File: config.mk
export PLATFORM = sky130hd
export DESIGN_NAME = instr_fetch_controller
export DESIGN_NICKNAME = d
export VERILOG_FILES = /design/src/rtl/fetch_pkg.sv /design/src/rtl/fetch_queue.sv /design/src/rtl/instr_fetch_controller.sv
export SDC_FILE = /design/constraint.sdc
export NUM_CORES = 1
export LEC_CHECK = 0
export BUFFER_PORTS_ARGS = -buffer_cell sky130_fd_sc_hd__buf_2
export CORE_ASPECT_RATIO = 1.4
export CORE_MARGIN = 3
export CORE_UTILIZATION = 40
export DETAILED_ROUTE_END_ITERATION = 16
export MAX_ROUTING_LAYER = met4
export PLACE_DENSITY_LB_ADDON = 0.05
export SETUP_SLACK_MARGIN = 0.15
export SLEW_MARGIN = 10
export SYNTH_ARGS = -nofsm -noshare
export SYNTH_HDL_FRONTEND = slang
export SYNTH_SLANG_ARGS = --single-unit
File: constraint.sdc
create_clock -name clk -period 4.7 [get_ports clk]
set_input_delay 0.94 -clock clk [delete_from_list [all_inputs] [get_ports clk]]
set_output_delay 0.94 -clock clk [all_outputs]
set_load 0.01 [all_outputs]
File: src/rtl/fetch_pkg.sv
`default_nettype none
// ============================================================================
//  Module   : fetch_pkg
//  Brief    : Shared constants and state encoding for the instruction fetch path.
//  Revision : 1.0  initial release
// ============================================================================
package fetch_pkg;

   localparam int unsigned  PC_STEP          = 4;
   localparam logic [31:0]  RESET_PC_DEFAULT = 32'h0000_0000;

   typedef enum logic [1:0] {
      IDLE   = 2'd0,
      RUN    = 2'd1,
      HALTED = 2'd2
   } fetch_state_t;

endpackage
`default_nettype wire

File: src/rtl/fetch_queue.sv
`default_nettype none
// ============================================================================
//  Module   : fetch_queue
//  Brief    : Two-entry FIFO of {pc, instruction} with push/pop/flush and count.
//  Revision : 1.0  initial release
// ============================================================================
module fetch_queue #(
   parameter int ADDR_W = 32,
   parameter int DATA_W = 32
) (
   input  logic              clk,
   input  logic              rst_n,
   input  logic              i_push,
   input  logic [ADDR_W-1:0] i_push_pc,
   input  logic [DATA_W-1:0] i_push_instr,
   input  logic              i_pop,
   input  logic              i_flush,
   output logic              o_head_valid,
   output logic [ADDR_W-1:0] o_head_pc,
   output logic [DATA_W-1:0] o_head_instr,
   output logic [1:0]        o_count
);

   logic [ADDR_W-1:0] r_pc    [2];
   logic [DATA_W-1:0] r_instr [2];
   logic              r_rd;
   logic              r_wr;
   logic [1:0]        r_count;
   logic              w_push;
   logic              w_pop;

   assign w_pop  = i_pop && (r_count != 2'd0);
   // A push into a full queue is only legal when the head leaves in the same cycle.
   assign w_push = i_push && ((r_count != 2'd2) || w_pop);

   always_ff @(posedge clk) begin
      if (!rst_n || i_flush) begin
         r_rd    <= 1'b0;
         r_wr    <= 1'b0;
         r_count <= 2'd0;
      end else begin
         if (w_push) r_wr <= ~r_wr;
         if (w_pop)  r_rd <= ~r_rd;
         r_count <= r_count + {1'b0, w_push} - {1'b0, w_pop};
      end
   end

   always_ff @(posedge clk) begin
      if (w_push) begin
         r_pc[r_wr]    <= i_push_pc;
         r_instr[r_wr] <= i_push_instr;
      end
   end

   assign o_head_valid = (r_count != 2'd0);
   assign o_head_pc    = o_head_valid ? r_pc[r_rd]    : '0;
   assign o_head_instr = o_head_valid ? r_instr[r_rd] : '0;
   assign o_count      = r_count;

endmodule
`default_nettype wire

File: src/rtl/instr_fetch_controller.sv
`default_nettype none
// ============================================================================
//  Module   : instr_fetch_controller
//  Brief    : Owns the PC, issues one read per cycle to synchronous imem and
//             hands buffered {instruction, pc} to decode; handles redirect/halt.
//  Revision : 1.0  initial release
// ============================================================================
module instr_fetch_controller
   import fetch_pkg::*;
#(
   parameter int              ADDR_W   = 32,
   parameter int              DATA_W   = 32,
   parameter logic [ADDR_W-1:0] RESET_PC = ADDR_W'(RESET_PC_DEFAULT),
   parameter int              Q_DEPTH  = 2
) (
   input  logic              clk,
   input  logic              rst_n,
   output logic [ADDR_W-1:0] imemAddress,
   output logic              imemReadEnable,
   input  logic [DATA_W-1:0] imemInstruction,
   output logic              instrValid,
   output logic [DATA_W-1:0] instrData,
   output logic [ADDR_W-1:0] instrPc,
   input  logic              instrReady,
   input  logic              redirectValid,
   input  logic [ADDR_W-1:0] redirectPc,
   input  logic              haltReq,
   output logic              halted
);

   fetch_state_t      r_state;
   logic [ADDR_W-1:0] r_pc;
   logic              r_inflight;
   logic [ADDR_W-1:0] r_inflight_pc;

   logic              w_pop;
   logic              w_redirect;
   logic              w_issue;
   logic              w_push;
   logic [1:0]        w_count;
   logic [2:0]        w_occ;
   logic [ADDR_W-1:0] w_redirect_pc;

   assign w_pop         = instrValid && instrReady;
   assign w_redirect    = redirectValid && (r_state != IDLE);
   assign w_redirect_pc = redirectPc & ~ADDR_W'(3);

   // Credit: queued + inflight words after this cycle's pop must leave room for one more.
   assign w_occ   = {1'b0, w_count} + {2'b00, r_inflight} - {2'b00, w_pop};
   assign w_issue = (r_state == RUN) && !w_redirect && (w_occ < 3'(Q_DEPTH));

   // The word issued last cycle lands now unless a redirect is flushing the queue.
   assign w_push  = r_inflight && !w_redirect;

   always_ff @(posedge clk) begin
      if (!rst_n) begin
         r_state       <= IDLE;
         r_pc          <= RESET_PC;
         r_inflight    <= 1'b0;
         r_inflight_pc <= '0;
      end else begin
         r_inflight <= w_issue;
         if (w_issue) r_inflight_pc <= r_pc;

         if (w_redirect) begin
            r_pc    <= w_redirect_pc;
            r_state <= RUN;
         end else begin
            if (w_issue) r_pc <= r_pc + ADDR_W'(PC_STEP);
            case (r_state)
               IDLE:    r_state <= RUN;
               RUN:     if (haltReq) r_state <= HALTED;
               HALTED:  r_state <= HALTED;
               default: r_state <= IDLE;
            endcase
         end
      end
   end

   fetch_queue #(
      .ADDR_W (ADDR_W),
      .DATA_W (DATA_W)
   ) u_queue (
      .clk          (clk),
      .rst_n        (rst_n),
      .i_push       (w_push),
      .i_push_pc    (r_inflight_pc),
      .i_push_instr (imemInstruction),
      .i_pop        (w_pop),
      .i_flush      (w_redirect),
      .o_head_valid (instrValid),
      .o_head_pc    (instrPc),
      .o_head_instr (instrData),
      .o_count      (w_count)
   );

   assign imemAddress    = r_pc;
   assign imemReadEnable = w_issue;
   assign halted         = (r_state == HALTED);

endmodule
`default_nettype wire
---- Word-level counts from Yosys, hierarchy flattened ----
Memories as Yosys holds them, arrays and structs flattened. A register that Yosys moved wholly into a read port is not among the register bits.
Cells that the tools add are included.
storage, ports and cells
  bits in registers ....................... 71
  latch bits .............................. 0
  bits in writable memories ............... 128
  ROM bits ................................ 0
  word-level logic and storage cells ...... 54
  memories ................................ 2
cells by class
  add/subtract/negate cells ............... 5
  $mul .................................... 0
  div/mod/pow operators ................... 0
  $lt $le $gt $ge ......................... 1
  equal/unequal tests ..................... 5
  shift operators ......................... 0
  mux-type cells .......................... 13
  bitwise gates (word level) .............. 3
  reduce and logical (&&, ||, !) cells .... 16
memory list
  name             depth  width  read ports  clocked after Yosys merged registers in  wr ports  RTL line           source
  u_queue.r_instr  2      32     1           1                                        1         fetch_queue.sv:25  logic [DATA_W-1:0] r_instr [2];
  u_queue.r_pc     2      32     1           1                                        1         fetch_queue.sv:24  logic [ADDR_W-1:0] r_pc [2];
operators with widths
  kind                                                                           number
  32-bit 2-to-1 mux                                                              4
  32-bit by 3-bit adder with 32-bit output (second input constant)               1
  1-bit logical AND                                                              7
  1-bit 2-to-1 mux                                                               7
  2-bit one-hot mux with 3 select lines                                          1
  2-bit nonzero test                                                             3
  2-bit != test (second input constant)                                          2
  2-bit by 1-bit adder with 3-bit output                                         1
  3-bit by 2-bit less-than comparator with 1-bit output (second input constant)  1
  3-bit by 2-bit != test with 1-bit output (second input constant)               1
  1-bit NOT                                                                      3
  3-bit by 1-bit subtractor with 3-bit output                                    1
  2-bit by 1-bit adder with 2-bit output                                         1
  2-bit by 1-bit == test with 1-bit output (second input constant)               1
  2-bit == test (second input constant)                                          1
  1-bit logical NOT                                                              2
  2-bit logical NOT                                                              1
  1-bit logical OR                                                               2
  2-bit 2-to-1 mux                                                               1
  2-bit OR reduction                                                             1
  2-bit by 1-bit subtractor with 2-bit output                                    1

---- Longest topological paths before layout ----
  word-level depth ........................ 7
  depth in mapped cells ................... 12
  mapped depth without buffers ............ 11

---- By module ----
From an unflattened synthesis, not the netlist that was laid out.
unflattened totals
  cell total of the unflattened synthesis .. 668
  area, all modules ....................... 8,005.2 µm²
modules (own cells, without submodules)
  module                  times used  cells an instance  area an instance (µm²)  seq. area each (µm²)
  fetch_queue             1           301                5,063.6                 3,943.8
  instr_fetch_controller  1           367                2,941.6                 1,261.2

---- Worst setup path before layout ----
Ideal clock, no wire load.
  kind .................................... input to register
  from .................................... in redirectValid
  to ...................................... mem u_queue.r_instr[0][0], enable pin
  setup time .............................. 0.490 ns
  arrival time ............................ 4.163 ns
  required time ........................... 4.210 ns
  slack ................................... 0.048 ns
  stages .................................. 4
  path buffers ............................ 1
  cell sequence ........................... nand2b_1 -> buf_2 -> o311a_1 -> nor2b_1
between the ends
  word-level cells in the longest chain between the ends .. 6
ends and longest elaborated chain
  item                                    RTL line                      source
  start, declared                         instr_fetch_controller.sv:25  input logic redirectValid,
  1-bit logical AND                       instr_fetch_controller.sv:45  assign w_redirect = redirectValid && (r_state != IDLE);
  1-bit logical NOT                       instr_fetch_controller.sv:53  assign w_push = r_inflight && !w_redirect;
  1-bit logical AND                       instr_fetch_controller.sv:53
  1-bit logical AND                       fetch_queue.sv:34             assign w_push = i_push && ((r_count != 2'd2) || w_pop);
  named net u_queue.w_push                fetch_queue.sv:29             logic w_push;
  1-bit 2-to-1 mux                        fetch_queue.sv:49             if (w_push) begin
  1-bit 2-to-1 mux (not written as such)  fetch_queue.sv:51             r_instr[r_wr] <= i_push_instr;
  end, declared                           fetch_queue.sv:25
The timed path passes the listed nets, and every way through them passes these cells.

---- Final worst setup path ----
  from .................................... in instrReady
  to ...................................... out imemReadEnable
between the ends
  word-level cells in the longest chain between the ends .. 4
ends and longest elaborated chain
  item                                                   RTL line                      source
  start, declared                                        instr_fetch_controller.sv:24  input logic instrReady,
  1-bit logical AND                                      instr_fetch_controller.sv:44  assign w_pop = instrValid && instrReady;
  3-bit by 1-bit subtractor with 3-bit output            instr_fetch_controller.sv:49  assign w_occ = {1'b0, w_count} + {2'b00, r_inflight} - {2'b00, w_pop};
  3-bit by 2-bit less-than comparator with 1-bit output  instr_fetch_controller.sv:50  assign w_issue = (r_state == RUN) && !w_redirect && (w_occ < 3'(Q_DEPTH));
  1-bit logical AND                                      instr_fetch_controller.sv:50
  end, declared                                          instr_fetch_controller.sv:19  output logic imemReadEnable,
No other way between the ends.

==> metrics.txt <==
first-pass GRT wire length=27.7 mm; slowest stage cell, crit path=fa_1; die height=172 um; Hold Path Class=reg2reg; Arrival @ worst endpoint=2.80 ns; Reg power frac=43.8%; post-synthesis sequential area ratio=64.7%; initial drt markers=378; Synth Flop Type=edfxtp_1; fin worst setup slack=0.961 ns; Setup WS pre-CTS=0.782 ns; RSZ-0062 raised after global routing=no; Initial Util=40.7%; cts repair resizes=0; Max VDD drop=0.344 mV; clock buffer depth=2; drt wl/cell=16.1 um; final setup TNS=0 ns; CTS root buf=clkbuf_16; power density cells=550 nW/um^2; Vias=5,399; outcome=finished, final reports clean; final hold viol count=0; CTS Sinks=192; TritonCTS Buffers=17; Post-Synth Adder-Cell Area=1.37%; Post-DRT Antenna Nets=0; Slew HR=25.9%; GR Util All Layers=16.8%; final slew viol count=0; H-tree level count=4; Crit path required time=3.76 ns; Leak Pwr=3.57 nW; router iterations before antenna repair=5; synthesized area per cell=11.9 sq um; via density per instance=5.01; crit path cell chain=buf_2 > nor2b_1 > ha_1 > nand2b_1 > fa_1 > xnor2_1 > nand3_1 > inv_1 > buf_2; total core area=19,300 sq um; total setup buffers inserted after CTS=0; cell area after synthesis=7860 sq um; Int Pwr=3.46 mW; post-synthesis xor/xnor area fraction=2.68%; quantity of hold-fixing buffers added after cts=0; CTS tree=yes; crit end category=output port; port bufs=161; number of diodes=0; DP Wirelength=11.9 mm; fin nets=894; Post-Route WL=17.3 mm; die area=21,400 sq um; power share of the combinational group=28.8%; switching share of total power=34.0%; Fill cells=1,802; cell mode on critical path=buf_2; number of global-route vias before repair=5,331; largest family of logic cells by synthesized area=simple AND/OR/NAND/NOR gates; hold slack=0.455 ns; Post-synth EDFFs=124; post-synth cell types=45; total grt overflow=0; simple-gate portion of the synthesized area=14.0%; Layout area overhead=21.2%; cell area after layout=9520 sq um; commonest non-fill, non-tap cells in the layout=buf_2 (161), edfxtp_1 (124), nand2_1 (83), nor2_1 (82), dfxtp_1 (67); crit path kind=in2out; share of layout cells above drive strength 1=25.4%; Tmin final=3.74 ns; final setup vio count=0; drt drc=0; Compound-Gate Fraction of Synth Area=6.35%; final core occ=49.4%; die span in x=124 um; clock power share=27.4%; DP Area=8920 sq um; Fmax=0.267 GHz; Cells after Synth=662; Final Skew=0.0135 ns; crit share post-route=79.6%; slew at the pin with the worst max-slew slack=1.11 ns; asr flop ratio synth=0%; pin count of the biggest net entering global routing=65; latest clock arrival within the worst-skew pair=0.42 ns; Ports=168; multiplexer share of the synthesized area=8.15%; Synthesis Warnings=0; GP Congestion=0.838; initial antenna violation count=0; commonest non-fill, non-tap cell in the layout=buf_2; worst stage delay on the critical path=0.41 ns; Sw Pwr=1.78 mW; crit-path max FO=4; CP startpoint kind=input port; max-cap violations=0; row cnt=60; number of synthesized register bits=192; CTS clk-pin slew, worst paths=0.06 ns
[power groups by stage]
stage / clock, mW / combinational [mW] / sequential, mW
after detailed placement: 0 / 1.54 / 2.34
after global routing: 1.55 / 1.69 / 2.33
final: 1.44 / 1.51 / 2.30
after CTS: 1.48 / 1.55 / 2.30
after floorplan: 0 / 1.03 / 2.24
after global placement: 0 / 1.52 / 2.33
[metrics by stage]
| stage | cells | power (mW) |
|---|---|---|
| final | 1078 | 5.24 |
| after global routing | 1078 | 5.58 |
| after CTS | 1078 | 5.33 |
| after detailed placement | 1046 | 3.88 |
| after global placement | 1046 | 3.85 |
| after floorplan | 665 | 3.27 |
[sequential cells by signal, summed over array words and instances, names as in the netlist, named ones only]
register	cells
u_queue.r_wr	1
u_queue.o_count	2
u_queue.r_rd	1
u_queue.r_pc	60
r_inflight_pc	30
u_queue.r_instr	64
r_state	2
r_inflight	1
imemAddress	30
[cells by family after synthesis]
group           after synthesis
xor+xnor                     24
fa+ha+maj                     8
simple gates                236
flops                       192
compound gates               86
mux                          64
other cells                   1
buf+inv                      51
[critical path, delay by kind of cell]
kind,cells,cell delay [ns]
adders and majority gates,2,0.67
and+or+nand+nor,3,0.49
buffers and inverters,3,0.42
xor gates and xnor gates,1,0.27
[per-layer routing]
| layer | share of wire (%) | global-route usage (%) | wire (um) | up-vias |
|---|---|---|---|---|
| met4 | 1.7 | 6.01 | 297 | 0 |
| met1 | 43 | 20.4 | 7470 | 2539 |
| met3 | 4.4 | 3.23 | 760 | 20 |
| met5 | 0 | - | 0 | - |
| met2 | 51 | 28.2 | 8810 | 165 |
| li1 | - | - | - | 2675 |
[worst paths after layout]
path | slack (ns) | depth (start not counted) | end | from
min reg2reg | 0.46 | 0 | u_queue.r_pc[1][22] | r_inflight_pc[22]
min | 0.46 | 0 | u_queue.r_pc[1][22] | r_inflight_pc[22]
max | 0.96 | 9 | imemReadEnable | instrReady
max reg2reg | 1.33 | 12 | imemAddress[17] | u_queue.o_count[1]
[cell usage after synthesis (all sizes together), types with 2 or more instances]
cell type	number	share of area, %
nor3	6	0.38
and4	2	0.24
mux2i	64	8.2
o211ai	2	0.19
nor2	83	4.0
a21oi	42	2.7
nor2b	4	0.32
and2	4	0.32
or3	4	0.32
nor4	7	1.0
xor2	13	1.4
nand2	83	4.0
edfxtp	124	47
dfxtp	68	17
nand3	17	1.1
a31oi	5	0.40
xnor2	11	1.2
clkbuf	24	1.1
and3	6	0.48
buf	15	0.99
a211oi	9	0.86
o21ai	18	1.1
o21a	2	0.19
ha	7	1.1
inv	11	0.53
nand4	16	1.5
o221ai	2	0.22
nand2b	3	0.24
[layout make-up]
class / count / area [sq um] / share of cell area, %
clock buffer: 23 / 512 / 5.37
inverter: 12 / 45.0 / 0.473
sequential: 192 / 5090 / 53.4
clock inverter: 9 / 91.3 / 0.959
tap: 248 / 310 / 3.26
timing repair buffer: 172 / 888 / 9.33
multi-input combinational: 422 / 2590 / 27.2
(Power assumes the default switching activity.)
